$ cat config.mk
export PLATFORM = sky130hd
export DESIGN_NAME = fizz_buzz_ascii
export DESIGN_NICKNAME = d
export VERILOG_FILES = /design/src/rtl/fizz_buzz_pkg.sv /design/src/rtl/fizz_buzz_bin2bcd.sv /design/src/rtl/fizz_buzz_ascii.sv
export SDC_FILE = /design/constraint.sdc
export NUM_CORES = 2
export LEC_CHECK = 0
export ABC_AREA = 1
export CAP_MARGIN = 20
export CORE_MARGIN = 8
export CORE_UTILIZATION = 30
export DETAILED_ROUTE_END_ITERATION = 8
export GPL_ROUTABILITY_DRIVEN = 0
export PLACE_DENSITY = 0.43
export SLEW_MARGIN = 20
export SYNTH_ARGS = -nofsm -noshare
export SYNTH_HDL_FRONTEND = slang
export SYNTH_MEMORY_MAX_BITS = 65536
export SYNTH_SLANG_ARGS = --single-unit
$ cat constraint.sdc
create_clock -name CLK -period 5.1 [get_ports CLK]
set_clock_uncertainty 0.1 [all_clocks]
set_input_delay 1.02 -clock CLK [delete_from_list [all_inputs] [get_ports CLK]]
set_output_delay 1.02 -clock CLK [all_outputs]
set_load 0.02 [all_outputs]
$ cat src/rtl/fizz_buzz_pkg.sv
// Shared selector codes, ASCII constants, FSM states and FIFO entry layout
// for the Fizz Buzz ASCII line formatter.
package fizz_buzz_pkg;

    localparam logic [2:0] FB_NONE     = 3'b000;
    localparam logic [2:0] FB_FIZZ     = 3'b001;
    localparam logic [2:0] FB_BUZZ     = 3'b010;
    localparam logic [2:0] FB_FIZZBUZZ = 3'b100;

    localparam logic [7:0] ASCII_F      = 8'h46;
    localparam logic [7:0] ASCII_I      = 8'h69;
    localparam logic [7:0] ASCII_Z      = 8'h7A;
    localparam logic [7:0] ASCII_B      = 8'h42;
    localparam logic [7:0] ASCII_U      = 8'h75;
    localparam logic [7:0] ASCII_CR     = 8'h0D;
    localparam logic [7:0] ASCII_LF     = 8'h0A;
    localparam logic [7:0] ASCII_DIGIT0 = 8'h30;

    typedef enum logic [2:0] {
        ST_IDLE     = 3'd0,
        ST_CONV     = 3'd1,
        ST_EMIT_TXT = 3'd2,
        ST_EMIT_DIG = 3'd3,
        ST_EMIT_EOL = 3'd4
    } state_t;

    typedef struct packed {
        logic [2:0]  fizzbuzz;
        logic [31:0] data;
    } fifo_entry_t;

    // Raw selector may have several bits set; the highest one wins.
    function automatic logic [2:0] decode_sel(input logic [2:0] raw);
        logic [2:0] sel;
        if (raw[2]) begin
            sel = FB_FIZZBUZZ;
        end else if (raw[1]) begin
            sel = FB_BUZZ;
        end else if (raw[0]) begin
            sel = FB_FIZZ;
        end else begin
            sel = FB_NONE;
        end
        return sel;
    endfunction

    function automatic logic [7:0] text_byte(input logic [2:0] sel, input logic [3:0] idx);
        logic       buzz_half;
        logic [7:0] b;
        buzz_half = (sel == FB_BUZZ) || ((sel == FB_FIZZBUZZ) && idx[2]);
        case (idx[1:0])
            2'd0:    b = buzz_half ? ASCII_B : ASCII_F;
            2'd1:    b = buzz_half ? ASCII_U : ASCII_I;
            default: b = ASCII_Z;
        endcase
        return b;
    endfunction

    function automatic logic [7:0] bcd_ascii(input logic [39:0] bcd, input logic [3:0] idx);
        logic [3:0] d;
        d = 4'd0;
        for (int i = 0; i < 10; i++) begin
            d = (idx == 4'(i)) ? bcd[4*i +: 4] : d;
        end
        return ASCII_DIGIT0 + {4'h0, d};
    endfunction

endpackage

$ cat src/rtl/fizz_buzz_bin2bcd.sv
// Iterative 32-bit binary to 10-digit BCD converter (double dabble):
// one bit per clock, done pulses for one cycle after the 32nd shift.
module fizz_buzz_bin2bcd (
    input  logic        clk_i,
    input  logic        rst_n_i,
    input  logic        start_i,
    input  logic [31:0] bin_i,
    output logic        busy_o,
    output logic        done_o,
    output logic [39:0] bcd_o
);

    logic [39:0] bcd_q, bcd_d, bcd_adj_s;
    logic [31:0] bin_q, bin_d;
    logic [4:0]  cnt_q, cnt_d;
    logic        busy_q, busy_d;
    logic        done_q, done_d;

    // Add-3 correction on each digit, then shift the next binary bit in.
    always_comb begin
        bcd_adj_s = bcd_q;
        bcd_d     = bcd_q;
        bin_d     = bin_q;
        cnt_d     = cnt_q;
        busy_d    = busy_q;
        done_d    = 1'b0;
        for (int i = 0; i < 10; i++) begin
            if (bcd_q[4*i +: 4] >= 4'd5) begin
                bcd_adj_s[4*i +: 4] = bcd_q[4*i +: 4] + 4'd3;
            end else begin
                bcd_adj_s[4*i +: 4] = bcd_q[4*i +: 4];
            end
        end
        if (start_i) begin
            bcd_d  = 40'd0;
            bin_d  = bin_i;
            cnt_d  = 5'd0;
            busy_d = 1'b1;
        end else if (busy_q) begin
            {bcd_d, bin_d} = {bcd_adj_s, bin_q} << 1;
            cnt_d          = cnt_q + 5'd1;
            if (cnt_q == 5'd31) begin
                busy_d = 1'b0;
                done_d = 1'b1;
            end else begin
                busy_d = 1'b1;
            end
        end else begin
            busy_d = 1'b0;
        end
    end

    // Conversion state registers.
    always_ff @(posedge clk_i) begin
        if (!rst_n_i) begin
            bcd_q  <= 40'd0;
            bin_q  <= 32'd0;
            cnt_q  <= 5'd0;
            busy_q <= 1'b0;
            done_q <= 1'b0;
        end else begin
            bcd_q  <= bcd_d;
            bin_q  <= bin_d;
            cnt_q  <= cnt_d;
            busy_q <= busy_d;
            done_q <= done_d;
        end
    end

    assign busy_o = busy_q;
    assign done_o = done_q;
    assign bcd_o  = bcd_q;

endmodule

$ cat src/rtl/fizz_buzz_ascii.sv
// Fizz Buzz result-to-ASCII line formatter: input FIFO, line FSM and a
// registered valid/ready byte stream toward a console sink.
module fizz_buzz_ascii
    import fizz_buzz_pkg::*;
#(
    parameter int FIFO_DEPTH = 128,
    parameter int EOL_CRLF   = 0
) (
    input  logic        CLK,
    input  logic        RESET_n,
    input  logic        SINK_VALID,
    input  logic [31:0] SINK_DATA,
    input  logic [2:0]  SINK_FIZZBUZZ,
    output logic        SINK_READY,
    output logic        SOURCE_VALID,
    output logic [7:0]  SOURCE_DATA,
    output logic        SOURCE_LAST,
    input  logic        SOURCE_READY,
    output logic        OVERFLOW
);

    localparam int AW = $clog2(FIFO_DEPTH);
    localparam int PW = AW + 1;

    fifo_entry_t   mem_q [FIFO_DEPTH];
    fifo_entry_t   head_s, wr_entry_s;
    logic [PW-1:0] wr_ptr_q, wr_ptr_d, rd_ptr_q, rd_ptr_d;
    logic          empty_s, full_s, full_d_s, push_s, pop_s, drop_s;
    logic [2:0]    head_sel_s;

    state_t        state_q, state_d;
    logic [2:0]    sel_q, sel_d;
    logic [3:0]    idx_q, idx_d, msd_s, last_txt_idx_s;
    logic          src_valid_q, src_valid_d, src_last_q, src_last_d;
    logic [7:0]    src_data_q, src_data_d;
    logic          sink_ready_q, overflow_q;
    logic          fire_s, take_s, eol_s;
    logic          bcd_start_s, bcd_busy_s, bcd_done_s;
    logic [39:0]   bcd_s;

    // Extra pointer bit distinguishes full from empty; a pop frees a slot in the same cycle.
    assign empty_s  = (wr_ptr_q == rd_ptr_q);
    assign full_s   = (wr_ptr_q[AW] != rd_ptr_q[AW]) && (wr_ptr_q[AW-1:0] == rd_ptr_q[AW-1:0]);
    assign push_s   = SINK_VALID && (!full_s || pop_s);
    assign drop_s   = SINK_VALID && full_s && !pop_s;
    assign wr_ptr_d = wr_ptr_q + {{AW{1'b0}}, push_s};
    assign rd_ptr_d = rd_ptr_q + {{AW{1'b0}}, pop_s};
    assign full_d_s = (wr_ptr_d[AW] != rd_ptr_d[AW]) && (wr_ptr_d[AW-1:0] == rd_ptr_d[AW-1:0]);

    assign head_s              = mem_q[rd_ptr_q[AW-1:0]];
    assign head_sel_s          = decode_sel(head_s.fizzbuzz);
    assign wr_entry_s.fizzbuzz = SINK_FIZZBUZZ;
    assign wr_entry_s.data     = SINK_DATA;

    fizz_buzz_bin2bcd u_bin2bcd (
        .clk_i   (CLK),
        .rst_n_i (RESET_n),
        .start_i (bcd_start_s),
        .bin_i   (head_s.data),
        .busy_o  (bcd_busy_s),
        .done_o  (bcd_done_s),
        .bcd_o   (bcd_s)
    );

    // Line FSM: the output register always holds the byte the current state is presenting.
    always_comb begin
        state_d        = state_q;
        sel_d          = sel_q;
        idx_d          = idx_q;
        src_valid_d    = src_valid_q;
        src_data_d     = src_data_q;
        src_last_d     = src_last_q;
        pop_s          = 1'b0;
        bcd_start_s    = 1'b0;
        take_s         = 1'b0;
        eol_s          = 1'b0;
        fire_s         = src_valid_q && SOURCE_READY;
        last_txt_idx_s = (sel_q == FB_FIZZBUZZ) ? 4'd7 : 4'd3;
        msd_s          = 4'd0;
        for (int i = 0; i < 10; i++) begin
            msd_s = (bcd_s[4*i +: 4] != 4'd0) ? 4'(i) : msd_s;
        end

        case (state_q)
            ST_IDLE: begin
                take_s = !empty_s;
            end
            ST_CONV: begin
                if (bcd_done_s && !bcd_busy_s) begin
                    state_d     = ST_EMIT_DIG;
                    idx_d       = msd_s;
                    src_valid_d = 1'b1;
                    src_data_d  = bcd_ascii(bcd_s, msd_s);
                    src_last_d  = 1'b0;
                end else begin
                    state_d = ST_CONV;
                end
            end
            ST_EMIT_TXT: begin
                if (fire_s && (idx_q == last_txt_idx_s)) begin
                    eol_s = 1'b1;
                end else if (fire_s) begin
                    idx_d      = idx_q + 4'd1;
                    src_data_d = text_byte(sel_q, idx_q + 4'd1);
                end else begin
                    state_d = ST_EMIT_TXT;
                end
            end
            ST_EMIT_DIG: begin
                if (fire_s && (idx_q == 4'd0)) begin
                    eol_s = 1'b1;
                end else if (fire_s) begin
                    idx_d      = idx_q - 4'd1;
                    src_data_d = bcd_ascii(bcd_s, idx_q - 4'd1);
                end else begin
                    state_d = ST_EMIT_DIG;
                end
            end
            ST_EMIT_EOL: begin
                if (fire_s && src_last_q) begin
                    take_s      = !empty_s;
                    state_d     = ST_IDLE;
                    src_valid_d = 1'b0;
                    src_data_d  = 8'h00;
                    src_last_d  = 1'b0;
                end else if (fire_s) begin
                    src_data_d = ASCII_LF;
                    src_last_d = 1'b1;
                end else begin
                    state_d = ST_EMIT_EOL;
                end
            end
            default: begin
                state_d     = ST_IDLE;
                src_valid_d = 1'b0;
                src_data_d  = 8'h00;
                src_last_d  = 1'b0;
            end
        endcase

        if (eol_s) begin
            state_d    = ST_EMIT_EOL;
            src_data_d = (EOL_CRLF != 0) ? ASCII_CR : ASCII_LF;
            src_last_d = (EOL_CRLF == 0);
        end else begin
            src_last_d = src_last_d;
        end

        // Pop straight from IDLE or from the final LF, so back-to-back lines have no bubble.
        if (take_s && (head_sel_s != FB_NONE)) begin
            pop_s       = 1'b1;
            state_d     = ST_EMIT_TXT;
            sel_d       = head_sel_s;
            idx_d       = 4'd0;
            src_valid_d = 1'b1;
            src_data_d  = text_byte(head_sel_s, 4'd0);
            src_last_d  = 1'b0;
        end else if (take_s) begin
            pop_s       = 1'b1;
            bcd_start_s = 1'b1;
            state_d     = ST_CONV;
            src_valid_d = 1'b0;
            src_last_d  = 1'b0;
        end else begin
            pop_s = 1'b0;
        end
    end

    // Control, pointer and output registers.
    always_ff @(posedge CLK) begin
        if (!RESET_n) begin
            state_q      <= ST_IDLE;
            sel_q        <= FB_NONE;
            idx_q        <= 4'd0;
            wr_ptr_q     <= {PW{1'b0}};
            rd_ptr_q     <= {PW{1'b0}};
            src_valid_q  <= 1'b0;
            src_data_q   <= 8'h00;
            src_last_q   <= 1'b0;
            sink_ready_q <= 1'b0;
            overflow_q   <= 1'b0;
        end else begin
            state_q      <= state_d;
            sel_q        <= sel_d;
            idx_q        <= idx_d;
            wr_ptr_q     <= wr_ptr_d;
            rd_ptr_q     <= rd_ptr_d;
            src_valid_q  <= src_valid_d;
            src_data_q   <= src_data_d;
            src_last_q   <= src_last_d;
            sink_ready_q <= !full_d_s;
            overflow_q   <= overflow_q || drop_s;
        end
    end

    // FIFO storage; pointers alone define occupancy, so the array needs no reset.
    always_ff @(posedge CLK) begin
        if (push_s) begin
            mem_q[wr_ptr_q[AW-1:0]] <= wr_entry_s;
        end
    end

    assign SINK_READY   = sink_ready_q;
    assign SOURCE_VALID = src_valid_q;
    assign SOURCE_DATA  = src_data_q;
    assign SOURCE_LAST  = src_last_q;
    assign OVERFLOW     = overflow_q;

endmodule

==> results.yml <==
worst_setup_path:
  critPathMaxStageDelay_ns: 0.66
  critical_path.cell_chain: "xnor2_1, inv_1, nor4_1, nand2_1, nor2_1, nor2_1, o31ai_1, clkinv_1, buf_12, ha_1, ha_1, inv_1, nand2_1, nand2_1, nor2_1, nor3_1, nand2_1, a2111oi_0, nand4_1, nand2_1, inv_1"
  critPathTopFamily: "simple AND/OR/NAND/NOR gates"
  endpoint_kind: "flop"
  cpMostUsedCell: "nand2_1"
  worstSetupPathType: "flop to flop"
  crit_path_top_delay_cell: "o31ai_1"
  critical_path.reg2reg.startpoint: "rd_ptr_q[0]"
  critical_path_arrival_ns: 5.58
  cp-startpoint: "rd_ptr_q[0]"
  cp_num_buf_inv: 5
  required_ns: 5.96
  cp_max_fo: 10
  r2r_slack_ns: 0.38
  critPathLaunchType: "flop"
cts:
  cts_resized: 0
  clk_pin_slew_ns: 0.06
  htree_levels: 6
  cts_root_buf: "clkbuf_16"
  tritoncts: "built"
  clk-insertion-delay-late_ns: 1.08
  clockBufferDepth: 4
  cts_made_buffers: 532
  cts_setup_buffers: 0
  clock-sinks: 4596
  cts_hold_buf: 0
synth:
  syn_avg_cell_area_um2: 12.8
  synth_ff_type: "edfxtp_1"
  syn_area_mm2: 0.183
  ys_warn_count: 0
  ys_seq_area_share_pct: 75.0
  synth_cells: 14200
  post_synth_num_cell_types: 53
  synth-edff-count: 4480
  synthesis.nets: 14300
  ys_ff_latch: 4596
  async_flop_share_pct: 0
timing:
  whs_ns: 0.227
  period_share_pct: 92.5
  hold_viol: 0
  worst_slew_pin_slew_ns: 1.16
  fmax_mhz: 212
  rsz0062_at_grt: "no"
  maxSlewHeadroom_pct: 22.7
  finalSetupViolCount: 0
  slew_violations: 0
  period_needed_ns: 4.72
  setup_ws_ns: 0.382
power_and_ir_drop:
  p_int_uw: 68400
  seqPwrFrac_pct: 42.3
  p_sw_uw: 30400
  switching_share_pct: 30.7
  clkPwrFrac_pct: 37.7
  ir_drop_uv: 361
  power_leakage_uw: 0.0675
  power_frac_comb_pct: 19.9
  powerDensity_mw_per_mm2: 465
global_route:
  met3_usage_pct: 2.49
  grt_pass1_wl_um: 887000
  grt_overflow: 0
  grt_util_all_layers_pct: 19.0
  grt_pass1_vias: 116000
  top_usage_layer: "met2"
  grt_start_max_net_pins: 166
  grt_antenna_before_repair: 45
  met1_usage_pct: 27.0
  met2_usage_pct: 30.5
detailed_routing:
  wl_per_cell_um: 27.5
  vias: 120000
  viasPerCell: 5.24
  ant_nets: 0
  drt_iter0_markers: 12800
  first_pass_iters: 6
  drc: 0
  drt-total-wl_um: 628000
placement:
  hpwl_um: 345000
  io_buffers: 49
  placed_area_mm2: 0.196
  pre_cts_slack_ns: -0.275
die:
  pin_count: 51
  die_x_um: 796
  core_mm2: 0.607
  die_area_mm2: 0.634
  die_h_um: 796
  start_util_pct: 30.1
  std_cell_rows: 286
finish:
  drive_above_1_share_pct: 9.78
  fillers: 59200
  nets: 14400
  stdcell_area_mm2: 0.212
  areaGrowthSynthToFinish_pct: 16.4
status:
  status: "complete, no violations"
worst_hold_path:
  min_from: "SINK_DATA[23]"
  hp-class: "primary input to flop"
job:
  cap_violations: 0
-- placed cells by master (no fill, tap or decap), types with 9 or more instances in the layout --
cell                n
o22ai_1          1281
nor2_1           2882
clkdlybuf4s50_1    13
clkinv_16          16
nor3_1             21
inv_16             12
nand3_1           340
buf_12            165
clkinv_8           19
inv_6              12
nand4_1            27
a211oi_1            9
clkinv_1          116
xor2_1             31
diode_2            14
dfxtp_1           108
clkinv_2           62
nor2_4            128
ha_1               32
o21ai_0          2513
a21oi_1            81
a31oi_1            38
clkbuf_1          141
edfxtp_1         4480
buf_6              15
bufinv_16          31
inv_1             154
nand2_1           676
o32ai_1            56
clkbuf_16         537
o21ai_1           255
o221ai_1           20
buf_4             401
-- final cells by class --
| type | instances | area, µm² | area share (%) |
|---|---|---|---|
| flip-flops and latches | 4596 | 137000 | 64.4 |
| multi-input cells | 8450 | 41200 | 19.4 |
| clock buffers | 683 | 14000 | 6.61 |
| well taps | 8064 | 10100 | 4.75 |
| repair buffers | 598 | 6700 | 3.15 |
| clock inverters | 270 | 2820 | 1.33 |
| inverters | 166 | 682 | 0.321 |
| diodes | 14 | 35.0 | 0.0165 |
-- Yosys cell counts (all sizes together), types with 56 or more instances --
library cell / count / area, µm²
a21oi: 82 / 422
inv: 161 / 609
edfxtp: 4480 / 135000
clkbuf: 590 / 2210
buf: 443 / 2650
o32ai: 56 / 490
o21ai: 2768 / 13900
o22ai: 1281 / 8010
nand2: 679 / 2560
nor2: 3011 / 11300
nand3: 343 / 1720
dfxtp: 116 / 2320
-- registers in the layout, summed over array words and instances, names as in the netlist, 3 cells and up --
name	flops
state_q	3
mem_q	4480
u_bin2bcd.bin_q	32
u_bin2bcd.cnt_q	5
rd_ptr_q	8
SOURCE_DATA	7
u_bin2bcd.bcd_o	40
wr_ptr_q	8
sel_q	3
idx_q	4
-- logic make-up after synthesis --
group                    after synthesis  share of synthesized area, %
adder cells (fa/ha/maj)               32                         0.219
flip-flops                          4596                          75.0
AO/OA/AOI/OAI                       4293                          12.9
other                                  1                       0.00205
buffers and inverters               1199                          3.01
AND/OR/NAND/NOR                     4088                          8.71
XOR/XNOR                              36                         0.173
-- routing by layer --
layer	up-vias	share of wire, %
met5	-	0.0037
met4	4	2.8
met3	739	5.7
met2	3612	46
met1	61900	45
li1	53300	-
-- worst paths after layout --
check                   to  cells after the start
max             SINK_READY                     21
min          mem_q[86][23]                      1
max reg2reg     SINK_READY                     21
min reg2reg       OVERFLOW                      2
-- metrics by stage --
step           std cells  TNS [ns]  utilization, %  total power (µW)
4_1_cts            22800         0            35.0             99700
2_1_floorplan      14200         0               -             54400
3_5_place_dp       21900    -12.86            32.2             62400
5_1_grt            22800         0            35.0            103000
3_3_place_gp       21900    -14.57            32.2             62400
6_report           22800         0            35.0             98800
-- power by group through the flow --
stage               logic, µW  clock network [µW]  registers [µW]
global route            21500               39500           41800
detailed placement      19800                   0           42600
CTS                     19800               38100           41800
global placement        19800                   0           42600
floorplan               11900                   0           42500
finish                  19700               37300           41800
Power figures use the tool's default switching activity.
